<file path="config.mk">
export PLATFORM = sky130hd
export DESIGN_NAME = fetch_unit
export DESIGN_NICKNAME = d
export VERILOG_FILES = /design/src/rtl/fetch_unit.sv
export SDC_FILE = /design/constraint.sdc
export NUM_CORES = 1
export LEC_CHECK = 0
export CORE_ASPECT_RATIO = 1.25
export CORE_MARGIN = 8
export CORE_UTILIZATION = 44
export DETAILED_ROUTE_END_ITERATION = 16
export PLACE_DENSITY = 0.8
export SYNTH_ARGS = -nofsm -noshare
export SYNTH_HDL_FRONTEND = slang
export SYNTH_SLANG_ARGS = --single-unit
</file>
<file path="constraint.sdc">
create_clock -name clk -period 2.65 [get_ports clk]
set_clock_uncertainty 0.05 [all_clocks]
set_input_delay 0.53 -clock clk [delete_from_list [all_inputs] [get_ports clk]]
set_output_delay 0.53 -clock clk [all_outputs]
set_load 0.01 [all_outputs]
</file>
<file path="src/rtl/fetch_unit.sv">
// Instruction-fetch stage: program counter, instruction register for decode,
// branch redirect with a single bubble, and a sticky fault for bad fetch addresses.
module fetch_unit #(
  parameter logic [31:0] RESET_PC  = 32'h0000_0000,
  parameter int unsigned MEM_WORDS = 101
) (
  input  logic        clk,
  input  logic        reset,
  output logic [31:0] imem_addr,
  input  logic [31:0] imem_rd,
  input  logic        stall,
  input  logic        branch_taken,
  input  logic [31:0] branch_target,
  output logic [31:0] instr,
  output logic [31:0] instr_pc,
  output logic [31:0] instr_pc8,
  output logic        instr_valid,
  output logic        fault,
  output logic [31:0] fetch_count
);

  // state  | meaning
  // BOOT   | out of reset, PC = RESET_PC, first fetch on next edge
  // RUN    | normal fetch, honours branch redirect and stall
  // FAULT  | bad fetch address seen, frozen until reset
  typedef enum logic [1:0] {
    ST_BOOT  = 2'd0,
    ST_RUN   = 2'd1,
    ST_FAULT = 2'd2
  } state_t;

  // One extra bit so MEM_WORDS = 2^30 still compares correctly.
  localparam logic [30:0] MEM_LIMIT = 31'(MEM_WORDS);

  state_t      state_q, state_d;
  logic [31:0] pc_q, pc_d;
  logic [31:0] instr_q, instr_d;
  logic [31:0] instr_pc_q, instr_pc_d;
  logic        instr_valid_q, instr_valid_d;
  logic        fault_q, fault_d;
  logic [31:0] fetch_count_q, fetch_count_d;

  logic        pc_in_range;
  logic        target_ok;

  assign pc_in_range = ({1'b0, pc_q[31:2]} < MEM_LIMIT);
  assign target_ok   = (branch_target[1:0] == 2'b00) &&
                       ({1'b0, branch_target[31:2]} < MEM_LIMIT);

  always_comb begin
    state_d       = state_q;
    pc_d          = pc_q;
    instr_d       = instr_q;
    instr_pc_d    = instr_pc_q;
    instr_valid_d = instr_valid_q;
    fault_d       = fault_q;
    fetch_count_d = fetch_count_q;

    case (state_q)
      ST_BOOT: begin
        if (pc_in_range) begin
          instr_d       = imem_rd;
          instr_pc_d    = pc_q;
          instr_valid_d = 1'b1;
          pc_d          = pc_q + 32'd4;
          fetch_count_d = fetch_count_q + 32'd1;
          state_d       = ST_RUN;
        end else begin
          instr_valid_d = 1'b0;
          fault_d       = 1'b1;
          state_d       = ST_FAULT;
        end
      end

      ST_RUN: begin
        if (branch_taken) begin
          // PC takes the target either way so a fault leaves the offending address visible.
          pc_d          = branch_target;
          instr_valid_d = 1'b0;
          if (!target_ok) begin
            fault_d = 1'b1;
            state_d = ST_FAULT;
          end
        end else if (stall) begin
          state_d = ST_RUN;
        end else if (!pc_in_range) begin
          instr_valid_d = 1'b0;
          fault_d       = 1'b1;
          state_d       = ST_FAULT;
        end else begin
          instr_d       = imem_rd;
          instr_pc_d    = pc_q;
          instr_valid_d = 1'b1;
          pc_d          = pc_q + 32'd4;
          fetch_count_d = fetch_count_q + 32'd1;
        end
      end

      ST_FAULT: begin
        instr_valid_d = 1'b0;
        fault_d       = 1'b1;
      end

      default: begin
        instr_valid_d = 1'b0;
        fault_d       = 1'b1;
        state_d       = ST_FAULT;
      end
    endcase
  end

  always_ff @(posedge clk or negedge reset) begin
    if (!reset) begin
      state_q       <= ST_BOOT;
      pc_q          <= RESET_PC;
      instr_q       <= 32'd0;
      instr_pc_q    <= 32'd0;
      instr_valid_q <= 1'b0;
      fault_q       <= 1'b0;
      fetch_count_q <= 32'd0;
    end else begin
      state_q       <= state_d;
      pc_q          <= pc_d;
      instr_q       <= instr_d;
      instr_pc_q    <= instr_pc_d;
      instr_valid_q <= instr_valid_d;
      fault_q       <= fault_d;
      fetch_count_q <= fetch_count_d;
    end
  end

  assign imem_addr   = pc_q;
  assign instr       = instr_q;
  assign instr_pc    = instr_pc_q;
  assign instr_pc8   = instr_pc_q + 32'd8;
  assign instr_valid = instr_valid_q;
  assign fault       = fault_q;
  assign fetch_count = fetch_count_q;

endmodule

</file>
==> flow_summary.yaml, run 1 <==
place:
  io_buffers: 229
  place_hpwl_um: 13560
  gp_congestion: 0.8302
  pre_cts_ws_ps: 50.12
  dpl-instance-area_sq_um: 8690
detailed_routing:
  drtAntennaViolNets: 0
  drc: 0
  via_per_inst: 5.070
  wire_per_inst_um: 16.87
  first_pass_iters: 4
  dr_total_vias: 5405
  drt_wl_total_um: 17990
  drt_iter0_drc: 357
die:
  fp.dieW_um: 121.0
  die_y_um: 147.3
  core_area_sq_um: 13630
  io_pins: 230
  initial_core_util: 0.4450
  dieArea_sq_um: 17830
  placement_rows: 48
setup_path:
  crit_buf_inv: 2
  cpPeakStageDelay_ps: 340
  worstSetupPathType: "register to primary output"
  crit_arrival_ps: 2000
  cp_max_fo: 8
  critical_path.cell_chain: "nand4_1 -> nor2_4 -> nand4_4 -> buf_6 -> nor4_4 -> xor2_1 -> buf_2"
  cp.required_ps: 2070
  critPathTopFamily: "simple AND/OR/NAND/NOR gates"
  cp-end-kind: "primary output"
  r2r_setup_slack_ps: 380
  start_kind: "register"
  cp_slowest_cell: "dfrtp_1"
pwr:
  p_per_area_nw_per_um2: 507.3
  ir_drop_v: 0.0003192
  clkPwrFrac: 0.546
  power.leakage_nw: 4.698
  sequentialPowerShare: 0.421
  p_sw_uw: 887.5
  combinationalPowerShare: 0.033
  swShare: 0.1851
  p_int_mw: 3.908
synthesis:
  synth-seq-cells: 132
  avgSynthCellArea_sq_um: 9.676
  yosysSeqAreaShare: 0.5444
  synth_area_sq_um: 6067
  synthCells: 627
  synth_edf_count: 0
  yosys.cell_types.count: 41
  async_flop_share: 1.000
  ys_warn_count: 0
  synth_top_flop_cell: "dfrtp_1"
  syn-num-nets: 699
timing:
  fmax_ghz: 0.3879
  rsz0062_at_grt: "true"
  holdWs_ps: 27.04
  finalCritPeriodShare: 0.9727
  timing_hold_violations_final: 0
  max_slew_margin: 0.6386
  setup_viol: 0
  worstMarginPinSlew_ps: 542.1
  slew_viol_final: 0
  finalWorstSetupSlack_ps: 72.26
  finalCriticalPeriod_ps: 2578
grt:
  grt_max_degree: 62
  grt.overflow.total: 0
  grt_pass1_wl_um: 28890
  grt.total_usage: 0.2020
  grt_pass1_vias: 5537
  antenna_found_initial: 0
run_status:
  run_status: "finished, final reports clean"
flow_run:
  cap_violations: 0
cts:
  cts_hold_buf: 0
  clk_latency_ps: 400
  cts.clk_slew.worst_paths_ps: 60
  cts.sinks: 132
  clockBufferDepth: 2
  cts_made_buffers: 17
  htree_levels: 4
  cts_tree: "yes"
  cts-root-buf: "clkbuf_16"
finish:
  nFillCells: 1045
  syn_to_final_growth_pct: 55.78
  design_area_sq_um: 9452
  layout-drive-gt1-share: 0.1010
  nets: 950
  diodes: 0
  finish.utilization: 0.6933
min_path:
  worstHoldPathType: "input pin to asynchronous set/reset pin"
synth_stat cells (all sizes together), types with 5 or more instances:
master / number / area (sq um)
nand3: 27 / 135.1
nand2: 221 / 829.6
clkbuf: 11 / 41.29
buf: 18 / 110.1
and3: 15 / 93.84
inv: 12 / 45.04
xor2: 17 / 148.9
nor2: 11 / 41.29
nand4: 24 / 171.4
nor4: 19 / 195.2
a21oi: 5 / 25.02
xnor2: 41 / 359.1
and2: 27 / 168.9
nor3: 10 / 50.05
dfrtp: 132 / 3303
through the flow:
stage / total power, mW / std cells / setup TNS, ps
after floorplan: 2.059 / 627 / 0
after global placement: 2.212 / 1030 / 0
after detailed placement: 2.213 / 1030 / 0
after CTS: 4.855 / 1062 / -1674
after global routing: 4.954 / 1066 / -94.02
final: 4.795 / 1066 / 0
path summary, 6_finish.rpt:
check | from | endpoint | depth (start not counted)
max | instr_pc[12]$_DFFE_PN0P_ | instr_pc8[31] | 7
min | reset | imem_addr[27]$_DFFE_PN0P_ | 1
max reg2reg | imem_addr[3]$_DFFE_PN0P_ | fetch_count[21]$_DFFE_PN0P_ | 8
min reg2reg | fault$_DFFE_PN0P_ | fault$_DFFE_PN0P_ | 1
max in group asynchronous | reset | instr[14]$_DFFE_PN0P_ | 2
min in group clk | fault$_DFFE_PN0P_ | fault$_DFFE_PN0P_ | 1
cell families (layout without fill, tap and decap cells):
family                   Yosys count  count (layout)  synth area share
AO/OA/AOI/OAI                     27              27           0.03527
buffers and inverters             41             305           0.03238
flip-flops                       132             132            0.5444
AND/OR/NAND/NOR                  365             365            0.2959
adder cells (fa/ha/maj)            4               4          0.008249
XOR/XNOR                          58              58           0.08373
state kept, by name, summed over array words and instances, names as in the netlist:
signal       flops
instr_valid      1
fault            1
imem_addr       32
instr_pc        32
fetch_count     32
instr           32
state_q          2
placed cells by master, fill, tap and decap left out, types with 7 or more instances in the layout:
master,count
nand2_1,221
buf_4,27
and2_1,26
nand3_1,27
nor2_1,10
nor4_1,11
xnor2_1,41
inv_1,12
and3_1,12
clkdlybuf4s50_1,205
clkbuf_16,17
dlymetal6s2s_1,8
dlygate4sd2_1,9
xor2_1,17
nand4_1,22
nor3_1,7
dfrtp_1,132
layer usage:
metal  up-vias  track usage  routed length (um)
met3        29      0.05184                1147
met5         -            0                   0
met4         0      0.08140                 452
li1       2588            -                   -
met1      2613       0.2337                7102
met2       175       0.3462                9284
power by group through the flow:
stage | Clock (mW) | Combinational [mW] | Sequential [mW]
4_1_cts | 2.68 | 0.161 | 2.02
2_1_floorplan | 0 | 0.00589 | 2.05
5_1_grt | 2.76 | 0.175 | 2.02
6_report | 2.62 | 0.158 | 2.02
3_3_place_gp | 0 | 0.160 | 2.05
3_5_place_dp | 0 | 0.160 | 2.05
repair_timing:
action,in CTS,in global routing
resized for setup,20,25
endpoints found under the setup margin,23,18
pin swaps,0,6
buffers inserted,0,4
cell type report:
cell class                 count  area [sq um]  share of cell area
inverter                      12         45.04            0.004766
clock inverter                 8         168.9             0.01787
timing repair buffer         261          2586              0.2736
sequential                   132          3303              0.3495
clock buffer                  24         501.7             0.05308
tap                          175         219.0             0.02317
multi-input combinational    454          2628              0.2780
No activity file was read; power rests on OpenSTA's default activity.
==> inputs of run 2 (changes only) <==
--- a/config.mk
+++ b/config.mk
@@ -5,6 +5,7 @@
 export SDC_FILE = /design/constraint.sdc
 export NUM_CORES = 1
 export LEC_CHECK = 0
+export CAP_MARGIN = 10
 export CORE_ASPECT_RATIO = 1.25
 export CORE_MARGIN = 8
 export CORE_UTILIZATION = 44
==> results of run 2 <==
Same layout as run 1: the final DEF is identical, and so are final timing and power.
==> inputs of run 3 (changes only) <==
--- a/config.mk
+++ b/config.mk
@@ -8,9 +8,10 @@
 export CAP_MARGIN = 10
 export CORE_ASPECT_RATIO = 1.25
 export CORE_MARGIN = 8
-export CORE_UTILIZATION = 44
+export CORE_UTILIZATION = 46
+export CTS_BUF_LIST = sky130_fd_sc_hd__clkbuf_4
 export DETAILED_ROUTE_END_ITERATION = 16
-export PLACE_DENSITY = 0.8
+export PLACE_DENSITY = 0.83
 export SYNTH_ARGS = -nofsm -noshare
 export SYNTH_HDL_FRONTEND = slang
 export SYNTH_SLANG_ARGS = --single-unit
==> constraint.sdc (replaced) <==
create_clock -name clk -period 2.5 [get_ports clk]
set_clock_uncertainty 0.05 [all_clocks]
set_input_delay 0.5 -clock clk [delete_from_list [all_inputs] [get_ports clk]]
set_output_delay 0.5 -clock clk [all_outputs]
set_load 0.01 [all_outputs]
==> flow_summary.yaml, run 3 (same netlist as run 1, synthesis figures left out) <==
finish:
  final_common_cell: "nand2_1"
  finish.utilization: 0.7119
  seq_area_sq_um: 3303
  multi_input_area_sq_um: 2680
  syn_to_final_growth_pct: 53.19
  layout.cells.non_filler: 1094
  nFillCells: 997
  design_area_sq_um: 9294
  nets: 981
  layout-drive-gt1-share: 0.1638
  final_cell_mix: "nand2_1, clkdlybuf4s50_1, dfrtp_1"
die:
  fp.dieW_um: 118.7
  die_y_um: 144.4
  placement_rows: 47
  initial_core_util: 0.4647
  io_pins: 230
  dieArea_sq_um: 17140
  core_area_sq_um: 13060
place:
  pre_cts_ws_ps: -55.77
  place_hpwl_um: 13360
  place_inst: 1040
  gp_congestion: 0.8314
  io_buffers: 229
  dpl-instance-area_sq_um: 8802
detailed_routing:
  via_per_inst: 5.047
  wl_met2_um: 9513
  dr_total_vias: 5521
  highest_layer: "met4"
  drc: 0
  drt_wl_total_um: 18350
  drtAntennaViolNets: 0
  drt_iter0_drc: 427
  first_pass_iters: 4
  wl_met1_um: 7172
  wire_per_inst_um: 16.78
  met3WireLength_um: 1234
run_status:
  run_status: "finished with violations"
  violations: "negative setup slack"
timing:
  finalWorstSetupSlack_ps: -252.3
  fmax_ghz: 0.3633
  max_slew_margin: 0.6543
  slew_viol_final: 0
  rsz0062_at_grt: "true"
  finalCriticalPeriod_ps: 2752
  worstMarginPinSlew_ps: 518.5
  timing_hold_violations_final: 0
  finalCritPeriodShare: 1.101
  setup_viol: 15
  fin_setup_tns_ps: -2039
  holdWs_ps: 433.5
setup_path:
  cp_max_fo: 4
  cp.required_ps: 1950
  crit_arrival_ps: 2200
  start_kind: "register"
  cp-end-kind: "primary output"
  worstSetupPathType: "register to primary output"
grt:
  grt_pass1_wl_um: 29870
  grt.overflow.total: 0
  grt.total_usage: 0.2150
  grt_pass1_vias: 5845
  antenna_found_initial: 1
  grt_max_degree: 58
cts:
  cts-root-buf: "clkbuf_4"
  cts_tree: "yes"
  clockBufferDepth: 2
  cts_made_buffers: 17
  cts.clk_slew.worst_paths_ps: 130
  htree_levels: 4
  clk_latency_ps: 520
  cts.sinks: 132
min_path:
  worstHoldPathType: "input pin to asynchronous set/reset pin"
pwr:
  p_per_area_nw_per_um2: 416.6
  power.leakage_nw: 4.581
  ir_drop_v: 0.0003559
  totalPowerFinal_mw: 3.872
flow_run:
  cap_violations: 0
-- run 3: changes by cell type in the layout (fill, tap and decap cells not counted), sizes merged, moves of 4 or more --
cell           before  now
buf                34   82
clkdlybuf4s15       4    0
clkdlybuf4s50     205  201
clkinvlp            0    4
dlygate4sd2         9    4
dlymetal6s2s        8    1
inv                12   17
-- run 3: power by group --
part           switching (mW)  internal, mW  total (mW)
Sequential                  0          2.13        2.13
Combinational          0.0676         0.103       0.170
Clock                   0.835         0.732        1.57
Total                   0.903          2.97        3.87
-- run 3: layout make-up --
type / count / area share
flip-flops and latches: 132 / 0.3554
diodes: 1 / 0.0002693
repair buffers: 292 / 0.2942
inverters: 12 / 0.004847
clock inverters: 13 / 0.01858
multi-input cells: 454 / 0.2884
clock buffers: 19 / 0.01535
well taps: 171 / 0.02302
-- run 3: worst max-delay path: stages, from the launching register on --
cell and delay [ps]:
dfrtp_1 370, nand4_1 180, nor2_4 200, nand4_4 150, buf_6 170, nor4_4 290, xor2_1 180, buf_2 150
-- run 3: path summary, 6_finish.rpt --
check / cells past startpoint / from / end / slack, ps
max: 7 / instr_pc[11]$_DFFE_PN0P_ / instr_pc8[31] / -250
min: 2 / reset / fetch_count[12]$_DFFE_PN0P_ / 430
max reg2reg: 8 / imem_addr[2]$_DFFE_PN0P_ / fetch_count[16]$_DFFE_PN0P_ / 390
min reg2reg: 2 / instr[30]$_DFFE_PN0P_ / instr[30]$_DFFE_PN0P_ / 440
max in group asynchronous: 3 / reset / instr_pc[3]$_DFFE_PN0P_ / 1260
min in group clk: 2 / instr[30]$_DFFE_PN0P_ / instr[30]$_DFFE_PN0P_ / 440
-- run 3: what timing repair did --
action                                  CTS  global route
endpoints found under the setup margin   26            24
pin swaps                                12            15
endpoints found under the hold margin    54             0
setup buffers                            12            10
gates resized for setup                 108            12
hold buffers                              1             0
-- run 3: routing by layer --
metal | track usage | up-vias
met3 | 0.06875 | 33
met1 | 0.2385 | 2644
met2 | 0.3725 | 187
li1 | - | 2657
met4 | 0.09473 | 0
met5 | 0 | -
